### src/rtl/serial_add_ctrl.sv
// serial_add_ctrl: bit-serial adder sharing one full-adder cell, LSB first, with a start/busy/done handshake.
// Defining SERIAL_ADD_SUB_EN adds the sub_i port for two's-complement A-B.
module serial_add_ctrl #(
  parameter int WIDTH = 32
) (
  input  logic             clk,
  input  logic             rst_n,
  input  logic             start_i,
  input  logic [WIDTH-1:0] a_i,
  input  logic [WIDTH-1:0] b_i,
`ifdef SERIAL_ADD_SUB_EN
  input  logic             sub_i,
`endif
  output logic             busy_o,
  output logic             done_o,
  output logic [WIDTH-1:0] sum_o,
  output logic             cout_o,
  output logic             ovf_o
);

  localparam int CW = (WIDTH > 1) ? $clog2(WIDTH) : 1;

  localparam logic [1:0] S_IDLE = 2'd0;
  localparam logic [1:0] S_RUN  = 2'd1;
  localparam logic [1:0] S_DONE = 2'd2;

  logic [1:0]       state;
  logic [WIDTH-1:0] a_sh;
  logic [WIDTH-1:0] b_sh;
  logic             carry_q;
  logic [CW-1:0]    cnt;
  logic             sub_sel;
  logic             cell_s;
  logic             cell_c;
  logic             last_bit;

`ifdef SERIAL_ADD_SUB_EN
  assign sub_sel = sub_i;
`else
  assign sub_sel = 1'b0;
`endif

  // The single shared full-adder cell.
  assign cell_s   = a_sh[0] ^ b_sh[0] ^ carry_q;
  assign cell_c   = (a_sh[0] & b_sh[0]) | (a_sh[0] & carry_q) | (b_sh[0] & carry_q);
  assign last_bit = (cnt == CW'(WIDTH - 1));

  always_ff @(posedge clk or negedge rst_n) begin
    if (!rst_n) begin
      state   <= S_IDLE;
      a_sh    <= '0;
      b_sh    <= '0;
      carry_q <= 1'b0;
      cnt     <= '0;
      busy_o  <= 1'b0;
      done_o  <= 1'b0;
      sum_o   <= '0;
      cout_o  <= 1'b0;
      ovf_o   <= 1'b0;
    end else begin
      done_o <= 1'b0;
      case (state)
        S_IDLE: begin
          if (start_i) begin
            a_sh    <= a_i;
            b_sh    <= sub_sel ? ~b_i : b_i;
            carry_q <= sub_sel;
            cnt     <= '0;
            sum_o   <= '0;
            cout_o  <= 1'b0;
            ovf_o   <= 1'b0;
            busy_o  <= 1'b1;
            state   <= S_RUN;
          end
        end
        S_RUN: begin
          a_sh    <= a_sh >> 1;
          b_sh    <= b_sh >> 1;
          sum_o   <= {cell_s, sum_o[WIDTH-1:1]};
          carry_q <= cell_c;
          if (last_bit) begin
            // Flags are registered here so they are valid in the same cycle as done_o;
            // carry_q at this point is the carry into the MSB.
            cout_o <= cell_c;
            ovf_o  <= carry_q ^ cell_c;
            busy_o <= 1'b0;
            done_o <= 1'b1;
            state  <= S_DONE;
          end else begin
            cnt <= cnt + 1'b1;
          end
        end
        S_DONE: begin
          state <= S_IDLE;
        end
        default: begin
          state <= S_IDLE;
        end
      endcase
    end
  end

endmodule
### config.mk
export PLATFORM = sky130hd
export DESIGN_NAME = serial_add_ctrl
export DESIGN_NICKNAME = d
export VERILOG_FILES = /design/src/rtl/serial_add_ctrl.sv
export SDC_FILE = /design/constraint.sdc
export NUM_CORES = 1
export LEC_CHECK = 0
export ABC_CLOCK_PERIOD_IN_PS = 2200
export CELL_PAD_IN_SITES_DETAIL_PLACEMENT = 0
export CELL_PAD_IN_SITES_GLOBAL_PLACEMENT = 1
export CORE_UTILIZATION = 40
export DETAILED_ROUTE_END_ITERATION = 8
export GPL_ROUTABILITY_DRIVEN = 0
export HOLD_SLACK_MARGIN = 0.08
export PLACE_DENSITY_LB_ADDON = 0.1
export SLEW_MARGIN = 5
export SYNTH_ARGS = -nofsm -noshare
export SYNTH_HDL_FRONTEND = slang
export SYNTH_SLANG_ARGS = --single-unit
### constraint.sdc
create_clock -name clk -period 2.2 [get_ports clk]
set_input_delay 0.66 -clock clk [delete_from_list [all_inputs] [get_ports clk]]
set_output_delay 0.66 -clock clk [all_outputs]
set_load 0.005 [all_outputs]
==> reports/results.ini <==
[run_status]
status = complete, but fails checks
violations = DRC

[die]
die_h_um = 111
io_pins = 103
start_util_pct = 41.3
die_w_um = 111
dieArea_mm2 = 0.0123
rows = 39
core-area_mm2 = 0.0115

[critical_path]
worstSetupPathType = register to register
crit_fanout = 7
critPathSlowestCell = dfrtp_1
start_kind = register
critPathMaxStageDelay_ns = 0.41
crit_top_cell = ha_1
end_kind = register
worstPathArrival_ns = 2.21
cp_cell_sequence = ha_1, and3_1, ha_1, nand2b_1, a211oi_2, mux2_2
required_ns = 2.43

[global_routing]
grt_overflow_total = 0
grt_pass1_vias = 3288
grt_max_degree = 109
track_usage_pct = 17.1
grt_antenna_before_repair = 0
grt_pass1_wl_um = 16500

[yosys]
synth_edf_count = 0
synthFlopType = dfrtp_1
synth_cells = 400
syn-cell-area_mm2 = 0.00475
synth.distinct_cells = 30
synth_area_leader_cell = dfrtp_1
yosysSeqAreaShare_pct = 56.8
synth_common_cells = 108 x dfrtp_1, 64 x mux2i_1, 64 x nand2_1, 62 x o21ai_1, 38 x a22o_1
postSynthAreaPerCell_um2 = 11.9
async_flop_share_pct = 100
ys_ff_latch = 108
yosysWarnings = 0
synth_most_common_cell = dfrtp_1
synth_top_area_share_pct = 56.8
syn_nets = 470
synthTopCellsByArea = dfrtp_1 57%, mux2i_1 13%, a22o_1 7.0%

[power]
power.density_mw_per_mm2 = 1350
sw_frac_of_total_pct = 33.6
vdd.ir_drop.worst_uv = 706
p_sw_mw = 2.75
seqPwrFrac_pct = 41.9
p_clk_share_pct = 18.6
power_frac_comb_pct = 39.5
power.internal_mw = 5.44
p_leak_nw = 2.92

[final_layout]
num-fill-cells = 1042
stdcell_area_mm2 = 0.00609
syn2layout_area_growth_pct = 28.1
multiInputGateArea_mm2 = 0.00176
layout-drive-gt1-share_pct = 6.81
final_nets = 564
antennaDiodeCount = 0
final-seq-area_mm2 = 0.00270

[routing]
drt_iter0_markers = 134
drc_errors = 10
ant_nets = 0
routed_wirelength_um = 9480
vias_per_cell = 4.95
first_pass_iters = 6
num_vias = 3180
wl_per_cell_um = 14.8

[timing]
clock_skew_ns = 0.00916
grt_setup_unrepaired = no
setup_viol = 0
fmax_mhz = 506
slew_viol_final = 0
tns_ns = 0
finalHoldViolations = 0
setup_ws_ns = 0.225
worst_pin_slew_ns = 0.580
max_slew_margin_pct = 61.3
fin_crit_sh_pct = 89.8
period_minus_slack_ns = 1.97

[clock_tree]
cts_hold_buf = 0
clkSinkCount = 108
h-tree-depth = 3
insertion_delay_ns = 0.35
cts_max_path_buffers = 2
cts_tree = done
numCtsBuffers = 9
cts_setup_buffers = 0
cts_resized = 0
root_buffer = clkbuf_16
clkTransAtPathRegs_ns = 0.08

[place]
dp_hpwl_um = 5990
dp_slack_ns = 0.0868
portBuffers = 102
dpl_cell_area_mm2 = 0.00581

[flow_run]
cap_violations = 0

[hold_path]
hold_class = input pin to async pin

-- registers in the layout, indices dropped and copies added (netlist names) --
name,cells
sum_o,32
a_sh,32
ovf_o,1
cnt,5
busy_o,1
carry_q,1
cout_o,1
state,2
b_sh,32
done_o,1
-- metal layers --
metal	wire length [µm]	vias up	part of all wire, %	global-route usage [%]
li1	-	1591	-	-
met1	4620	1510	49	22.9
met2	4040	67	43	24.6
met3	673	12	7.1	7.65
met4	142	0	1.5	5.77
met5	0	-	0	0
-- power groups by stage --
stage	logic [mW]	registers (mW)	clock network, mW
floorplan	2.45	3.35	0
global placement	3.22	3.45	0
detailed placement	3.30	3.46	0
CTS	3.30	3.45	1.59
global route	3.62	3.57	1.68
finish	3.23	3.44	1.52
-- worst paths after layout --
kind                          start  cells past startpoint  slack [ns]  endpoint
setup / recovery             cnt[0]                      6        0.23    cnt[3]
hold reg to reg            a_sh[15]                      2        0.48  a_sh[15]
min in group clk           a_sh[15]                      2        0.48  a_sh[15]
max in group asynchronous     rst_n                      2        1.39    cnt[3]
setup reg to reg             cnt[0]                      6        0.23    cnt[3]
hold / removal                rst_n                      2        0.37  b_sh[20]
-- per-stage QoR --
stage / util [%] / total power [mW] / std cells / hold WS [ns]
global route: 52.9 / 8.88 / 642 / 0.411
floorplan: - / 5.80 / 400 / 0.364
detailed placement: 50.5 / 6.77 / 626 / 0.475
CTS: 52.9 / 8.34 / 642 / 0.396
finish: 52.9 / 8.19 / 642 / 0.371
global placement: 50.5 / 6.67 / 626 / 0.467
-- logic make-up (layout without fill, tap and decap cells) --
family                   count (synthesis)  count (layout)  share of synthesized area, %
AO/OA/AOI/OAI                          109             109                          15.1
flip-flops                             108             108                          56.8
AND/OR/NAND/NOR                         77              77                          6.82
multiplexers                            66              66                          13.9
buffers and inverters                   36             135                          6.16
adder cells (fa/ha/maj)                  3               3                         0.947
XOR/XNOR                                 1               1                         0.184
-- cells in the final DEF, fill, tap and decap left out, drive strengths merged, types with 2 or more instances in the layout --
cell type      count
a22o              38
dfrtp            108
ha                 2
nand2b             2
nand2             64
mux2i             64
mux2               2
clkinv             4
and2               2
o21ai             65
nor2               2
clkbuf             9
buf               12
clkinvlp           2
a21oi              2
clkdlybuf4s50    101
inv                7
nor2b              4
-- critical path, delay by kind of cell (launching register included) --
| kind | cells | cell delay (ns) |
|---|---|---|
| flip-flops | 1 | 0.41 |
| AO/OA/AOI/OAI | 1 | 0.21 |
| AND/OR/NAND/NOR | 2 | 0.43 |
| adder cells (fa/ha/maj) | 2 | 0.47 |
| multiplexers | 1 | 0.35 |
-- layout make-up --
| class | count | area share, % |
|---|---|---|
| Clock buffer | 9 | 3.70 |
| Clock inverter | 7 | 0.842 |
| Inverter | 6 | 0.370 |
| Multi-Input combinational cell | 256 | 28.9 |
| Sequential cell | 108 | 44.4 |
| Tap cell | 143 | 2.94 |
| Timing Repair Buffer | 113 | 18.9 |
No activity file was read; power rests on OpenSTA's default activity.
